$ cat src/rtl/read_command_arbiter_rr_pkg.sv
// Shared types for the PULL read-command arbiter: response-demux stamp,
// arbiter FSM states and the outstanding-read credit budget.
package read_command_arbiter_rr_pkg;

  typedef enum logic [1:0] {
    INV_EDGE_ARRAY_DEST = 2'd0,
    READ_GRAPH_DATA     = 2'd1,
    STRUCT_INVALID      = 2'd2
  } array_struct_type;

  typedef enum logic [1:0] {
    ARB_RESET = 2'd0,
    ARB_IDLE  = 2'd1,
    ARB_RUN   = 2'd2,
    ARB_DRAIN = 2'd3
  } arbiter_state_type;

  localparam int READ_CMD_CREDITS = 16;

  function automatic array_struct_type struct_of(
    input logic idx
  );
    return idx ? READ_GRAPH_DATA
               : INV_EDGE_ARRAY_DEST;
  endfunction

endpackage

$ cat src/rtl/read_command_arbiter_rr_if.sv
// Request/command/response bundle of the read-command arbiter.
// slave = arbiter side, master = requesters + command FIFO + response path.
interface read_command_arbiter_rr_if
  import read_command_arbiter_rr_pkg::*;
#(
  parameter int ADDR_WIDTH   = 64,
  parameter int SIZE_WIDTH   = 32,
  parameter int CREDIT_WIDTH = 5
);

  logic                    enable_in;
  logic [1:0]              req_valid_in;
  logic [ADDR_WIDTH-1:0]   req_address_in [2];
  logic [SIZE_WIDTH-1:0]   req_size_in [2];
  logic [1:0]              req_ready_out;
  logic                    cmd_ready_in;
  logic                    cmd_valid_out;
  logic [ADDR_WIDTH-1:0]   cmd_address_out;
  logic [SIZE_WIDTH-1:0]   cmd_size_out;
  array_struct_type        cmd_struct_out;
  logic                    rsp_done_in;
  logic [CREDIT_WIDTH-1:0] credits_out;
  logic                    drained_out;

  modport slave (
    input  enable_in,
    input  req_valid_in,
    input  req_address_in,
    input  req_size_in,
    input  cmd_ready_in,
    input  rsp_done_in,
    output req_ready_out,
    output cmd_valid_out,
    output cmd_address_out,
    output cmd_size_out,
    output cmd_struct_out,
    output credits_out,
    output drained_out
  );

  modport master (
    output enable_in,
    output req_valid_in,
    output req_address_in,
    output req_size_in,
    output cmd_ready_in,
    output rsp_done_in,
    input  req_ready_out,
    input  cmd_valid_out,
    input  cmd_address_out,
    input  cmd_size_out,
    input  cmd_struct_out,
    input  credits_out,
    input  drained_out
  );

endinterface

$ cat src/rtl/read_command_arbiter_rr_round_robin_priority_arbiter_2x1.sv
// Two-way round-robin grant: prefers the requester after last_grant,
// falls back to the other one. Ports: valid[1:0], last_grant -> grant (1-hot).
module round_robin_priority_arbiter_2x1 (
  input  logic [1:0] valid,
  input  logic       last_grant,
  output logic [1:0] grant
);

  always_comb begin
    grant = 2'b00;
    unique case (1'b1)
      (valid[0] && (last_grant || !valid[1])):
        grant = 2'b01;
      (valid[1] && (!last_grant || !valid[0])):
        grant = 2'b10;
      default: ;
    endcase
  end

endmodule

$ cat src/rtl/read_command_arbiter_rr.sv
// Shares one read-command channel between two PULL requesters with
// round-robin, credit-limited issue and an enable/drain handshake.
module read_command_arbiter_rr
  import read_command_arbiter_rr_pkg::*;
#(
  parameter int ADDR_WIDTH   = 64,
  parameter int SIZE_WIDTH   = 32,
  parameter int CREDITS      = READ_CMD_CREDITS,
  parameter int CREDIT_WIDTH = 5
) (
  input logic                      clock,
  input logic                      rstn,
  read_command_arbiter_rr_if.slave bus
);

  localparam logic [CREDIT_WIDTH-1:0] CRED_FULL =
    CREDIT_WIDTH'(CREDITS);

  arbiter_state_type       state;
  logic [1:0]              buf_valid;
  logic [1:0]              buf_valid_nxt;
  logic [ADDR_WIDTH-1:0]   buf_addr [2];
  logic [SIZE_WIDTH-1:0]   buf_size [2];
  logic [1:0]              ready_q;
  logic [1:0]              load;
  logic [1:0]              grant;
  logic                    gnt_idx;
  logic                    last_grant;
  logic                    issuing;
  logic                    rsp_take;
  logic [CREDIT_WIDTH-1:0] credits;
  logic                    cmd_valid_q;
  logic [ADDR_WIDTH-1:0]   cmd_addr_q;
  logic [SIZE_WIDTH-1:0]   cmd_size_q;
  array_struct_type        cmd_struct_q;
  logic                    drained_q;

  round_robin_priority_arbiter_2x1 u_rr (
    .valid      (buf_valid),
    .last_grant (last_grant),
    .grant      (grant)
  );

  assign gnt_idx = grant[1];
  assign load    = bus.req_valid_in & ready_q;

  // Flushing continues in ARB_DRAIN so the unit can quiesce.
  assign issuing = (state == ARB_RUN ||
                    state == ARB_DRAIN) &&
                   (|buf_valid) &&
                   bus.cmd_ready_in &&
                   (credits != '0);

  // A response with every credit home has no matching read.
  assign rsp_take = bus.rsp_done_in &&
                    (credits != CRED_FULL);

  // Ready cannot overlap a held entry, so grant and load never collide.
  always_comb begin
    buf_valid_nxt = buf_valid;
    for (int i = 0; i < 2; i++) begin
      if (issuing && grant[i])
        buf_valid_nxt[i] = 1'b0;
      else if (load[i])
        buf_valid_nxt[i] = 1'b1;
    end
  end

  always_ff @(posedge clock or negedge rstn) begin
    if (!rstn) begin
      buf_valid <= 2'b00;
      ready_q   <= 2'b11;
      for (int i = 0; i < 2; i++) begin
        buf_addr[i] <= '0;
        buf_size[i] <= '0;
      end
    end else begin
      buf_valid <= buf_valid_nxt;
      ready_q   <= ~buf_valid_nxt;
      for (int i = 0; i < 2; i++) begin
        if (load[i]) begin
          buf_addr[i] <= bus.req_address_in[i];
          buf_size[i] <= bus.req_size_in[i];
        end
      end
    end
  end

  always_ff @(posedge clock or negedge rstn) begin
    if (!rstn) begin
      cmd_valid_q  <= 1'b0;
      cmd_addr_q   <= '0;
      cmd_size_q   <= '0;
      cmd_struct_q <= STRUCT_INVALID;
      last_grant   <= 1'b1;
    end else begin
      cmd_valid_q <= issuing;
      if (issuing) begin
        cmd_addr_q   <= buf_addr[gnt_idx];
        cmd_size_q   <= buf_size[gnt_idx];
        cmd_struct_q <= struct_of(gnt_idx);
        last_grant   <= gnt_idx;
      end
    end
  end

  always_ff @(posedge clock or negedge rstn) begin
    if (!rstn) begin
      credits <= CRED_FULL;
    end else begin
      unique case ({issuing, rsp_take})
        2'b10:   credits <= credits - 1'b1;
        2'b01:   credits <= credits + 1'b1;
        default: ;
      endcase
    end
  end

  always_ff @(posedge clock or negedge rstn) begin
    if (!rstn) begin
      state     <= ARB_RESET;
      drained_q <= 1'b0;
    end else begin
      unique case (state)
        ARB_RESET: state <= ARB_IDLE;
        ARB_IDLE: begin
          if (bus.enable_in) begin
            state     <= ARB_RUN;
            drained_q <= 1'b0;
          end
        end
        ARB_RUN: begin
          if (!bus.enable_in)
            state <= ARB_DRAIN;
        end
        ARB_DRAIN: begin
          if (bus.enable_in) begin
            state <= ARB_RUN;
          end else if (buf_valid == 2'b00 &&
                       credits == CRED_FULL) begin
            state     <= ARB_IDLE;
            drained_q <= 1'b1;
          end
        end
        default: state <= ARB_RESET;
      endcase
    end
  end

  assign bus.req_ready_out   = ready_q;
  assign bus.cmd_valid_out   = cmd_valid_q;
  assign bus.cmd_address_out = cmd_addr_q;
  assign bus.cmd_size_out    = cmd_size_q;
  assign bus.cmd_struct_out  = cmd_struct_q;
  assign bus.credits_out     = credits;
  assign bus.drained_out     = drained_q;

  a_rsp_overflow: assert property (
    @(posedge clock) disable iff (!rstn)
    !(bus.rsp_done_in && credits == CRED_FULL)
  );

endmodule

$ cat src/flat_wrapper.sv
// flat-port wrapper written by rule: the top's interface ports become plain ports
module read_command_arbiter_rr_flat import read_command_arbiter_rr_pkg::*;
#(
  parameter int ADDR_WIDTH   = 64,
  parameter int SIZE_WIDTH   = 32,
  parameter int CREDITS      = READ_CMD_CREDITS,
  parameter int CREDIT_WIDTH = 5
)
  (clock, rstn, bus_enable_in, bus_req_valid_in, bus_req_address_in, bus_req_size_in, bus_cmd_ready_in, bus_rsp_done_in, bus_req_ready_out, bus_cmd_valid_out, bus_cmd_address_out, bus_cmd_size_out, bus_cmd_struct_out, bus_credits_out, bus_drained_out);
  read_command_arbiter_rr_if #(.ADDR_WIDTH(ADDR_WIDTH), .SIZE_WIDTH(SIZE_WIDTH), .CREDIT_WIDTH(CREDIT_WIDTH)) bus_i ();
  input logic clock;
  input logic rstn;
  input wire logic [$bits(bus_i.enable_in)-1:0] bus_enable_in;
  input wire logic [$bits(bus_i.req_valid_in)-1:0] bus_req_valid_in;
  input wire logic [$bits(bus_i.req_address_in)-1:0] bus_req_address_in;
  input wire logic [$bits(bus_i.req_size_in)-1:0] bus_req_size_in;
  input wire logic [$bits(bus_i.cmd_ready_in)-1:0] bus_cmd_ready_in;
  input wire logic [$bits(bus_i.rsp_done_in)-1:0] bus_rsp_done_in;
  output wire logic [$bits(bus_i.req_ready_out)-1:0] bus_req_ready_out;
  output wire logic [$bits(bus_i.cmd_valid_out)-1:0] bus_cmd_valid_out;
  output wire logic [$bits(bus_i.cmd_address_out)-1:0] bus_cmd_address_out;
  output wire logic [$bits(bus_i.cmd_size_out)-1:0] bus_cmd_size_out;
  output wire logic [$bits(bus_i.cmd_struct_out)-1:0] bus_cmd_struct_out;
  output wire logic [$bits(bus_i.credits_out)-1:0] bus_credits_out;
  output wire logic [$bits(bus_i.drained_out)-1:0] bus_drained_out;
  assign bus_i.enable_in = bus_enable_in;
  assign bus_i.req_valid_in = bus_req_valid_in;
  assign bus_i.req_address_in = {>>{bus_req_address_in}};
  assign bus_i.req_size_in = {>>{bus_req_size_in}};
  assign bus_i.cmd_ready_in = bus_cmd_ready_in;
  assign bus_i.rsp_done_in = bus_rsp_done_in;
  assign bus_req_ready_out = bus_i.req_ready_out;
  assign bus_cmd_valid_out = bus_i.cmd_valid_out;
  assign bus_cmd_address_out = bus_i.cmd_address_out;
  assign bus_cmd_size_out = bus_i.cmd_size_out;
  assign bus_cmd_struct_out = bus_i.cmd_struct_out;
  assign bus_credits_out = bus_i.credits_out;
  assign bus_drained_out = bus_i.drained_out;
  read_command_arbiter_rr #(.ADDR_WIDTH(ADDR_WIDTH), .SIZE_WIDTH(SIZE_WIDTH), .CREDITS(CREDITS), .CREDIT_WIDTH(CREDIT_WIDTH)) u_core (.clock(clock), .rstn(rstn), .bus(bus_i));
endmodule
$ cat config.mk
export PLATFORM = sky130hd
export DESIGN_NAME = read_command_arbiter_rr_flat
export DESIGN_NICKNAME = d
export VERILOG_FILES = /design/src/rtl/read_command_arbiter_rr_pkg.sv /design/src/rtl/read_command_arbiter_rr_if.sv /design/src/rtl/read_command_arbiter_rr_round_robin_priority_arbiter_2x1.sv /design/src/rtl/read_command_arbiter_rr.sv /design/src/flat_wrapper.sv
export SDC_FILE = /design/constraint.sdc
export NUM_CORES = 1
export LEC_CHECK = 0
export BUFFER_PORTS_ARGS = -buffer_cell sky130_fd_sc_hd__buf_2
export CORE_UTILIZATION = 51
export CTS_CLUSTER_DIAMETER = 200
export DETAILED_ROUTE_END_ITERATION = 10
export GPL_TIMING_DRIVEN = 0
export PLACE_DENSITY = 0.76
export SKIP_CTS_REPAIR_TIMING = 1
export SLEW_MARGIN = 10
export SYNTH_ARGS = -nofsm -noshare
export SYNTH_HDL_FRONTEND = slang
export SYNTH_SLANG_ARGS = --single-unit
export TNS_END_PERCENT = 10
$ cat constraint.sdc
create_clock -name clock -period 5 [get_ports clock]
set_clock_uncertainty 0.05 [all_clocks]
set_input_delay 0 -clock clock [delete_from_list [all_inputs] [get_ports clock]]
set_output_delay 0 -clock clock [all_outputs]
set_load 0.01 [all_outputs]
# Word-level counts from Yosys, hierarchy flattened
# Cells that the tools add are included.
[op_classes]
addsub = 2
bitwise = 3
n_reduce_logical = 23
shift = 0
n_mux = 22
eq_ne = 12
multipliers = 0
magnitude_cmp = 1
div_mod_pow = 0
[op_table]
columns = ["operator", "count"]
rows = [
  ["2-to-1 mux 64 bit", 3],
  ["2-to-1 mux 32 bit", 3],
  ["one-hot mux 5 bit (2 select lines)", 1],
  ["logical AND 1 bit", 9],
  ["2-to-1 mux 1 bit", 8],
  ["2-to-1 mux 2 bit", 4],
  ["inequality test 2 bit (second input constant)", 4],
  ["one-hot mux 2 bit (4 select lines)", 1],
  ["equality test 2 bit (second input constant)", 3],
  ["adder 5 x 1 -> 5 bit (second input constant)", 1],
  ["equality test 5 bit (second input constant)", 1],
  ["inequality test 5 bit (second input constant)", 1],
  ["nonzero test 5 bit", 1],
  ["subtractor 5 x 1 -> 5 bit (second input constant)", 1],
  ["equality test 2 x 1 -> 1 bit (second input constant)", 2],
  ["zero test 2 bit", 2],
  ["one-hot mux 2 bit (2 select lines)", 1],
  ["AND reduction 4 bit", 1],
  ["nonzero test 2 bit", 2],
  ["zero test 1 bit", 3],
  ["logical OR 1 bit", 3],
  ["inequality test 3 bit (second input constant)", 1],
  ["AND reduction 3 bit", 1],
  ["bitwise AND 2 bit", 1],
  ["5 further kinds", 5],
]
[word_totals]
regBits = 304
mem_bits_ro = 0
inputBits = 199
mem_bits_rw = 0
elab_cells = 77
output_inout_bits = 107
mem_count = 0
latchBits = 0

# Logic depth before layout (Yosys ltp)
# Gate-level depths: netlist of run 1.
[depth]
depth_word = 8
mapped_depth = 8
depth_no_buf = 8

# Hierarchy
# A second synthesis of run 1 with hierarchy kept.
[hier_totals]
hier_cells = 791
hier_area_um2 = 12752.2
[by_module_without_submodules]
columns = ["mod", "seq_area_each_um2", "n_inst", "cells_each", "area_each_um2"]
rows = [
  ["read_command_arbiter_rr", 7613.6, 1, 788, 12733.5],
  ["round_robin_priority_arbiter_2x1", 0.0, 1, 3, 18.8],
]

# Least setup slack after synthesis of run 1
# OpenSTA, ideal clock, no wires.
[synth_timing]
path_kind = "flip-flop to flip-flop"
start = "register u_core.credits[1], in the netlist u_core.bus.credits_out[1]"
end = "register u_core.credits[4], in the netlist u_core.bus.credits_out[4]"
t_required_ns = 4.862
path_stages_with_launch = 9
synth_period_minus_slack_ns = 2.747
arrival_time_ns = 2.609
slack_ns = 2.253
setup_ns = 0.088
n_path_buf = 0
path_cell_list = "dfrtp_1 -> or4_4 -> o2111ai_4 -> ha_1 -> inv_1 -> ha_1 -> or4_1 -> o211ai_1 -> o211ai_1"
[synth_between]
elab_chain_len = 4
word_cells_on_any_way = 10
classes_between = "add/sub: 2; eq/ne: 3; mux: 1; reduce/logical: 4"
[synth_rtl]
columns = ["element", "line", "source"]
rows = [
  ["start, declared", "read_command_arbiter_rr.sv:31", "logic [CREDIT_WIDTH-1:0] credits;"],
  ["start signal, assigned", "read_command_arbiter_rr.sv:112", "2'b10: credits <= credits - 1'b1;"],
  ["start signal, assigned", "read_command_arbiter_rr.sv:113", "2'b01: credits <= credits + 1'b1;"],
  ["branches (longest 4 deep; another with adder 5 x 1 -> 5 bit)", "-", ""],
]
# Several ways; the timed one is not identified.
# A chain may end at the register's enable or synchronous reset.

# Worst setup path in the final report of run 1
# Ends and elaborated chain as after synthesis.

==> results of run 1 <==
-- synth_stat cells, types with 2 or more instances --
cell	count
clkbuf_1	20
buf_2	10
or4_1	2
nor3b_1	2
and2_1	3
mux2_4	90
dfrtp_1	299
buf_6	10
nand3_1	3
mux2_2	297
buf_1	5
inv_1	2
o21ai_0	5
dfstp_2	5
ha_1	4
o211ai_1	2
a21oi_1	4
nand2_1	3
xnor2_1	2
a21boi_0	2
-- registers in the layout (all words and copies together) (netlist names) --
name,cells
u_core.bus.req_ready_out,2
u_core.buf_addr,128
u_core.buf_valid,2
u_core.bus.cmd_address_out,64
u_core.last_grant,1
u_core.bus.cmd_valid_out,1
u_core.buf_size,64
u_core.bus.cmd_size_out,32
u_core.bus.drained_out,1
u_core.bus.cmd_struct_out,2
u_core.state,2
u_core.bus.credits_out,5
-- final cells by class --
cell class / count / area, um2
well taps: 324 / 405.4
diodes: 2 / 5.005
inverters: 3 / 11.26
clock inverters: 6 / 55.05
repair buffers: 502 / 3543
multi-input cells: 437 / 5081
plain buffers: 45 / 256.5
fillers: 1591 / 6706
clock buffers: 50 / 927.1
flip-flops and latches: 304 / 7614
-- worst register-to-register path, delay by kind of cell, from the launching register on --
family | cells | cell delay, ps
AND/OR/NAND/NOR | 2 | 1070
AO/OA/AOI/OAI | 3 | 490
flip-flops | 1 | 450
buffers and inverters | 1 | 150
adder cells (fa/ha/maj) | 2 | 680
-- report_power, final --
part | switching [mW] | internal (mW)
clock | 0.960 | 1.31
combinational | 1.98 | 2.93
sequential | 0.746 | 3.75
-- worst max-delay path by stage --
stage	end	cells past startpoint
5_1_grt	u_core.bus.credits_out[4]	8
3_5_place_dp	u_core.bus.credits_out[4]	8
6_report	u_core.bus.credits_out[4]	8
3_3_place_gp	u_core.buf_addr[80]	1
2_1_floorplan	u_core.bus.credits_out[4]	8
4_1_cts	u_core.bus.credits_out[4]	8
-- per-layer routing --
metal,track usage [%],routed length (um),up-vias
li1,-,-,3901
met1,30.14,13930,4392
met2,37.64,17560,266
met3,5.110,1831,69
met4,7.461,1018,0
met5,0,0,-
-- logic make-up (layout without fill, tap and decap cells) --
family / Yosys count / in the layout / synth area share, %
XOR/XNOR: 2 / 2 / 0.1352
adder cells (fa/ha/maj): 5 / 5 / 0.5406
buffers and inverters: 48 / 606 / 2.066
AO/OA/AOI/OAI: 20 / 20 / 1.187
AND/OR/NAND/NOR: 22 / 22 / 1.033
flip-flops: 304 / 304 / 58.74
other: 0 / 2 / 0
multiplexers: 388 / 388 / 36.30
==> results.json, run 1 <==
{
  "status": "complete, no violations",
  "worst_slew_pin_slew_ps": 802.9,
  "final_cells": 1673,
  "grt_pass1_wl_mm": 46.76,
  "ys_top_cells_by_area": "dfrtp_1 58%, mux2_2 26%, mux2_4 10%",
  "firstDrtPassIters": 5,
  "ant_nets": 0,
  "num_vias": 8628,
  "postSynthAreaPerCell_um2": 16.43,
  "die_height_um": 161.4,
  "reg2reg_to": "u_core.bus.credits_out[4]",
  "grt_pass1_vias": 8512,
  "slew_headroom_pct": 46.48,
  "cts_buffers": 31,
  "startpoint": "u_core.bus.credits_out[1]",
  "setup_viol": 0,
  "coreArea_um2": 24600,
  "grt_usage_pct": 22.89,
  "dr.first_iter.drc_count": 437,
  "wirelength_mm": 34.34,
  "insertion_delay_ps": 550,
  "rsz0062_at_grt": "no",
  "rrSetupSlack_ps": 2030,
  "grt_max_degree": 109,
  "yosys_warnings": 0,
  "critPathKind": "reg2reg",
  "fin_util_pct": 72.74,
  "fin_area_um2": 17900,
  "worst_slack_ps": 2032,
  "die_area_um2": 26060,
  "slew_violations": 0,
  "cts_tree": "yes",
  "overflow": 0,
  "min_period_ps": 2968,
  "critPathMaxFanout": 7,
  "gp_routability_congestion": 0.7671,
  "cp_data_arrival_time_ps": 3380,
  "synth_top_cell_by_area": "dfrtp_1",
  "critical_path_buf_inv_count": 1,
  "peakVddDrop_mv": 0.4093,
  "initial_core_util_pct": 52.68,
  "hold_ws_ps": 54.09,
  "drive_above_1_share_pct": 57.02,
  "fin_crit_sh_pct": 59.37,
  "cts_buffer_depth": 3,
  "dp_hpwl_mm": 20.53,
  "ys_ff_latch": 304,
  "yosysTopAreaCellShare_pct": 57.72,
  "ys.flop_type": "dfrtp_1",
  "netlist_area_um2": 12960,
  "drt-wirelength-per-cell_um": 20.53,
  "root_buffer": "clkbuf_16",
  "die_w_um": 161.4,
  "post-place-ws_ps": 2034,
  "row_count": 57,
  "crit_path_end_kind": "register",
  "synth-edff-count": 0,
  "fin_nets": 1528,
  "antenna_found_initial": 2,
  "portBuffers": 305,
  "ios": 306,
  "ys_async_sr_fraction_pct": 100.0,
  "drv_cap": 0,
  "placed_area_um2": 14960,
  "slowest_stage": "or4_4",
  "synth-seq-area-share_pct": 58.74,
  "area.growth.synth_to_final_pct": 38.08,
  "cp.required_ps": 5420,
  "cts_num_sinks": 304,
  "postSynthCellCount": 789,
  "path_cells": "or4_4 -> o2111ai_4 -> ha_1 -> inv_1 -> ha_1 -> or4_1 -> o211ai_1 -> o211ai_1",
  "p_leak_nw": 8.226,
  "ys_types": 39,
  "final_hold_viol_count": 0,
  "syn_nets": 993,
  "clkTransAtPathRegs_ps": 70,
  "final_common_cell": "buf_2",
  "p_per_area_nw_per_um2": 652.1,
  "htreeDepth": 1,
  "cp_slowest_stage_delay_ps": 580,
  "max_freq_mhz": 336.9,
  "p_total_mw": 11.67,
  "crit_path_start_kind": "register",
  "fin_setup_tns_ps": 0,
  "hold_class": "in2async",
  "reg2reg_depth": 8,
  "r2r_start": "u_core.bus.credits_out[1]",
  "vias_per_cell": 5.157,
  "path_delay_family": "simple AND/OR/NAND/NOR gates",
  "dp.cells": 1420,
  "layout_common_cells": "314 x buf_2, 299 x dfrtp_1, 297 x mux2_2",
  "drc": 0
}
Power figures use the tool's default switching activity.
==> run 2: changes to the inputs <==
--- a/config.mk
+++ b/config.mk
@@ -5,12 +5,13 @@
 export SDC_FILE = /design/constraint.sdc
 export NUM_CORES = 1
 export LEC_CHECK = 0
+export ABC_AREA = 1
 export BUFFER_PORTS_ARGS = -buffer_cell sky130_fd_sc_hd__buf_2
 export CORE_UTILIZATION = 51
 export CTS_CLUSTER_DIAMETER = 200
 export DETAILED_ROUTE_END_ITERATION = 10
 export GPL_TIMING_DRIVEN = 0
-export PLACE_DENSITY = 0.76
+export PLACE_DENSITY = 0.77
 export SKIP_CTS_REPAIR_TIMING = 1
 export SLEW_MARGIN = 10
 export SYNTH_ARGS = -nofsm -noshare
==> constraint.sdc (replaced) <==
create_clock -name clock -period 2.9 [get_ports clock]
set_clock_uncertainty 0.05 [all_clocks]
set_input_delay 0 -clock clock [delete_from_list [all_inputs] [get_ports clock]]
set_output_delay 0 -clock clock [all_outputs]
set_load 0.01 [all_outputs]
==> run 2 against run 1 <==
The flow now finishes with violations (negative hold slack). Critical path depth up 3. Largest power group unchanged. Highest routed layer unchanged. Routed wire length rose by 16%. Non-clock buffer count is 27 higher.
==> results.json, run 2 <==
{
  "gp_routability_congestion": 0.8694,
  "ys_async_sr_fraction_pct": 100.0,
  "p_per_area_nw_per_um2": 1099,
  "slew_violations": 0,
  "post-place-ws_ps": 168.6,
  "die_area_um2": 25370,
  "coreArea_um2": 24320,
  "yosysMostFrequentCell": "nand2_1",
  "crit_path_end_kind": "register",
  "postSynthCellCount": 1299,
  "fin_setup_tns_ps": 0,
  "portBuffers": 305,
  "drive_above_1_share_pct": 29.02,
  "grt_pass1_wl_mm": 52.85,
  "ios": 306,
  "num_vias": 11540,
  "netlist_top_cells_count": "462 x nand2_1, 299 x dfrtp_1, 118 x mux2_2",
  "critPathKind": "reg2reg",
  "htreeDepth": 1,
  "ys_top_cells_by_area": "dfrtp_1 59%, nand2_1 14%, mux2_2 11%",
  "p_leak_nw": 9.277,
  "fin_area_um2": 17760,
  "min_period_ps": 2595,
  "reg2reg_depth": 11,
  "slew_headroom_pct": 40.17,
  "syn_nets": 1503,
  "fin_util_pct": 73.01,
  "crit_path_start_kind": "register",
  "synth_compound_area_share_pct": 6.109,
  "cts_tree": "yes",
  "vias_per_cell": 5.265,
  "hold_ws_ps": -14.97,
  "layout_common_cells": "462 x nand2_1, 344 x buf_2, 299 x dfrtp_1",
  "status": "finished with violations",
  "drt-wirelength-per-cell_um": 18.19,
  "synth-xor-area-share_pct": 0.2083,
  "ys.flop_type": "dfrtp_1",
  "rrSetupSlack_ps": 310,
  "synth.area.mux_share_pct": 10.53,
  "firstDrtPassIters": 7,
  "largest_register": "u_core.buf_addr",
  "worst_slack_ps": 305.4,
  "synthAdderAreaFrac_pct": 0.5553,
  "reg2reg_to": "u_core.bus.credits_out[3]",
  "critPathMaxFanout": 10,
  "violations": "negative hold slack",
  "root_buffer": "clkbuf_16",
  "placed_area_um2": 14610,
  "r2r_start": "u_core.bus.credits_out[1]",
  "fin_nets": 2041,
  "area.growth.synth_to_final_pct": 40.73,
  "hold_class": "in2async",
  "ant_nets": 0,
  "synth-seq-area-share_pct": 60.34,
  "die_w_um": 159.3,
  "wirelength_mm": 39.87,
  "final_hold_viol_count": 5,
  "rsz0062_at_grt": "no",
  "antenna_found_initial": 6,
  "cp_data_arrival_time_ps": 2980,
  "grt_max_degree": 114,
  "overflow": 0,
  "grt_usage_pct": 26.40,
  "postSynthAreaPerCell_um2": 9.713,
  "row_count": 57,
  "synth_top_cell_by_area": "dfrtp_1",
  "dp_hpwl_mm": 23.02,
  "synth-edff-count": 0,
  "die_height_um": 159.3,
  "max_freq_mhz": 385.4,
  "synth_top_family_by_area": "simple AND/OR/NAND/NOR gates",
  "setup_viol": 0,
  "insertion_delay_ps": 560,
  "dr.first_iter.drc_count": 1014,
  "fin_crit_sh_pct": 89.47,
  "drv_cap": 0,
  "peakVddDrop_mv": 0.6819,
  "worst_slew_pin_slew_ps": 897.5,
  "grt_pass1_vias": 10120,
  "cp.required_ps": 3290,
  "cts_num_sinks": 304,
  "final_common_cell": "nand2_1",
  "ys_ff_latch": 304,
  "largest_reg_flops": 128,
  "synth-simple-area-share_pct": 16.92,
  "netlist_area_um2": 12620,
  "clkTransAtPathRegs_ps": 60,
  "startpoint": "u_core.bus.credits_out[1]",
  "endpoint": "u_core.bus.credits_out[3]",
  "cts_buffers": 31,
  "ys_types": 24,
  "drc": 0,
  "cts_buffer_depth": 3,
  "yosysTopAreaCellShare_pct": 59.30,
  "yosys_warnings": 0,
  "initial_core_util_pct": 51.88
}
## run 2: cell count changes in the layout (fill, tap and decap cells not counted), moves of 6 or more
cell / delta
nand2_1: +459
mux2_2: -179
mux2_4: -90
inv_1: +85
nor2_1: +81
a21oi_1: +73
o21ai_0: +72
buf_2: +30
buf_6: -7
bufinv_16: +7
clkbuf_1: -6
## run 2: layout make-up
| class | instances | area [um2] |
|---|---|---|
| diodes | 7 | 17.52 |
| plain buffers | 69 | 339.1 |
| clock buffers | 36 | 834.6 |
| clock inverters | 21 | 315.3 |
| fillers | 1627 | 6564 |
| inverters | 89 | 334.1 |
| multi-input cells | 837 | 4330 |
| flip-flops and latches | 304 | 7614 |
| well taps | 324 | 405.4 |
| repair buffers | 505 | 3566 |
## run 2: logic make-up (layout without fill, tap and decap cells)
group                    after synthesis  after routing
AND/OR/NAND/NOR                      557            557
flip-flops                           304            304
buffers and inverters                158            720
AO/OA/AOI/OAI                        154            154
multiplexers                         118            118
adder cells (fa/ha/maj)                5              5
XOR/XNOR                               3              3
other                                  0              7
## run 2: how the worst min path moves through the flow
stage                             start                   to  slack [ps]  cells after the start
after floorplan                    rstn   u_core.buf_addr[0]        -350                      0
after global placement    bus_enable_in      u_core.state[0]         170                      2
after detailed placement           rstn  u_core.buf_size[15]          -6                      1
after CTS                          rstn  u_core.buf_size[13]        -580                      1
after global routing               rstn  u_core.buf_size[48]          30                      2
final                              rstn  u_core.buf_size[48]         -10                      2
## run 2: routing by layer
| layer | up-vias | global-route usage, % | wire length [um] |
|---|---|---|---|
| li1 | 5177 | - | - |
| met1 | 5558 | 35.00 | 15050 |
| met2 | 635 | 43.56 | 19720 |
| met3 | 170 | 5.444 | 3013 |
| met4 | 0 | 8.829 | 2083 |
| met5 | - | 0 | 0 |
## run 2: metrics by stage
stage / total power, mW / cells / hold slack, ps
after floorplan: 11.86 / 1299 / -345.6
after global placement: 14.10 / 1928 / 169.5
after detailed placement: 14.39 / 1930 / -6.225
after CTS: 18.91 / 1987 / -584.6
after global routing: 20.71 / 2191 / 32.68
final: 19.51 / 2192 / -14.97
## run 2: critical path, cell delays in order (launching register included)
cell	delay, ps
dfrtp_1	450
nor2_1	190
nand4_2	180
nand2_4	140
buf_2	250
ha_1	270
inv_1	130
ha_1	360
a21oi_1	220
nand3b_1	100
nand3_1	90
nand2_1	50
## run 2: power by group
group	leakage (nW)	internal [mW]	switching, mW	total (mW)
Combinational	5.13	3.01	4.58	7.59
Clock	0.573	2.77	1.72	4.49
Sequential	3.57	6.34	1.09	7.43
Total	9.28	12.1	7.39	19.5
==> run 3: changes to the inputs <==
--- a/config.mk
+++ b/config.mk
@@ -11,7 +11,7 @@
 export CTS_CLUSTER_DIAMETER = 200
 export DETAILED_ROUTE_END_ITERATION = 10
 export GPL_TIMING_DRIVEN = 0
-export PLACE_DENSITY = 0.77
+export PLACE_DENSITY_LB_ADDON = 0.05
 export SKIP_CTS_REPAIR_TIMING = 1
 export SLEW_MARGIN = 10
 export SYNTH_ARGS = -nofsm -noshare
==> run 3 against run 2 <==
The run now ends clean. Sequential share of layout area rose by 0.24 points. First-iteration DRC count fell by 20%. Total power fell by 4.5%. Non-clock buffer count fell by 1. Combinational power fell by 4.5%. Cell count fell by 0.36%. Global-route usage fell by 0.34 points. Final area fell by 0.56%. Flip-flop and latch count did not move. Maximum frequency rose by 4.3%. Clock power fell by 9.4%. Register-to-register slack improved by 110 ps.
==> results.json, run 3 (synthesis gave the netlist of run 2 again) <==
{
  "status": "complete, no violations",
  "htreeDepth": 1,
  "ios": 306,
  "wirelength_mm": 35.48,
  "placed_area_um2": 14640,
  "p_leak_nw": 9.222,
  "whs_endpoint": "u_core.bus.credits_out[4]",
  "die_w_um": 159.3,
  "crit_path_start_kind": "register",
  "drive_above_1_share_pct": 28.62,
  "cts_buffer_depth": 3,
  "overflow": 0,
  "cp_data_arrival_time_ps": 2880,
  "post-place-ws_ps": 196.3,
  "num_vias": 10850,
  "critPathMaxFanout": 19,
  "insertion_delay_ps": 550,
  "row_count": 57,
  "grt_max_degree": 83,
  "gp_routability_congestion": 0.8454,
  "final_cells": 2184,
  "setup_viol": 0,
  "clkTransAtPathRegs_ps": 60,
  "final_common_cell": "nand2_1",
  "rrSetupSlack_ps": 410,
  "dp.cells": 1931,
  "grt_pass1_wl_mm": 52.19,
  "firstDrtPassIters": 5,
  "critPathKind": "reg2reg",
  "largest_register": "u_core.buf_addr",
  "coreArea_um2": 24320,
  "largest_reg_flops": 128,
  "crit_path_end_kind": "register",
  "slew_headroom_pct": 48.97,
  "portBuffers": 305,
  "cts_buffers": 31,
  "hold_start": "bus_rsp_done_in",
  "dp_hpwl_mm": 22.83,
  "final_hold_viol_count": 0,
  "fin_nets": 2040,
  "reg2reg_to": "u_core.bus.credits_out[3]",
  "p_total_mw": 18.63,
  "p_per_area_nw_per_um2": 1055,
  "antenna_found_initial": 1,
  "grt_usage_pct": 26.06,
  "fin_area_um2": 17660,
  "cp.required_ps": 3290,
  "grt_pass1_vias": 9806,
  "fin_crit_sh_pct": 85.77,
  "slew_violations": 0,
  "drc": 0,
  "area.growth.synth_to_final_pct": 39.94,
  "initial_core_util_pct": 51.88,
  "hold_depth": 9,
  "drv_cap": 0,
  "layout_common_cells": "462 x nand2_1, 343 x buf_2, 299 x dfrtp_1",
  "peakVddDrop_mv": 0.6244,
  "min_period_ps": 2487,
  "rsz0062_at_grt": "no",
  "r2r_start": "u_core.bus.credits_out[1]",
  "dr.first_iter.drc_count": 808,
  "cts_tree": "yes",
  "drt-wirelength-per-cell_um": 16.24,
  "die_height_um": 159.3,
  "ant_nets": 0,
  "reg2reg_depth": 10,
  "root_buffer": "clkbuf_16",
  "worst_slew_pin_slew_ps": 765.4,
  "cts_num_sinks": 304,
  "hold_class": "in2reg",
  "vias_per_cell": 4.970,
  "max_freq_mhz": 402.0,
  "die_area_um2": 25370,
  "worst_slack_ps": 412.6
}
-- run 3: changes by cell type in the layout (fill, tap and decap cells not counted), sizes merged --
cell / change
buf: -3
clkbuf: +11
clkinv: -7
dlygate4sd3: +2
bufinv: -6
diode: -6
clkinvlp: +1
-- run 3: worst max-delay path, cell delays in order, from the launching register on --
cell      delay, ps
dfrtp_1         450
nor2_1          190
nand4_2         170
nand2_4         300
ha_1            280
inv_1           120
ha_1            360
a21oi_1         210
nand3b_1         90
nand3_1          90
nand2_1          50
-- run 3: worst max path at each step --
stage	start	endpoint	slack, ps	cells past startpoint
floorplan	u_core.bus.credits_out[1]	u_core.bus.credits_out[3]	630	11
global placement	rstn	u_core.buf_addr[13]	-4060	1
detailed placement	u_core.bus.credits_out[1]	u_core.bus.credits_out[3]	200	11
CTS	u_core.bus.credits_out[1]	u_core.bus.credits_out[3]	180	11
global route	u_core.bus.credits_out[1]	u_core.bus.credits_out[4]	160	13
finish	u_core.bus.credits_out[1]	u_core.bus.credits_out[3]	410	10
-- run 3: area by class of cell --
type,instances,area [um2]
Clock inverter,9,100.1
Clock buffer,47,945.9
Antenna cell,1,2.502
Fill cell,1819,6663
Tap cell,324,405.4
Sequential cell,304,7614
Multi-Input combinational cell,837,4330
Timing Repair Buffer,505,3591
Buffer,68,334.1
Inverter,89,334.1
-- run 3: report_power, final --
part           total [mW]  leakage, nW  switching (mW)  internal, mW
sequential           7.32         3.57           0.985          6.34
combinational        7.25         5.14            4.25          2.99
clock                4.07        0.515            1.66          2.41
-- run 3: routing by layer --
layer,vias to the layer above,GRT usage (%),wire (um),part of all wire [%]
met2,362,41.73,17140,48
met3,65,6.434,2187,6.2
li1,5167,-,-,-
met5,-,0,0,0
met4,0,7.299,777,2.2
met1,5260,35.50,15380,43
-- run 3: through the flow --
stage	hold WS, ps	utilization, %	setup TNS [ps]
after floorplan	-345.6	-	0
after global placement	171.2	59.82	-1215200
after detailed placement	-42.85	60.20	0
after CTS	-623.6	64.51	0
after global routing	159.3	72.60	0
final	54.59	72.60	0
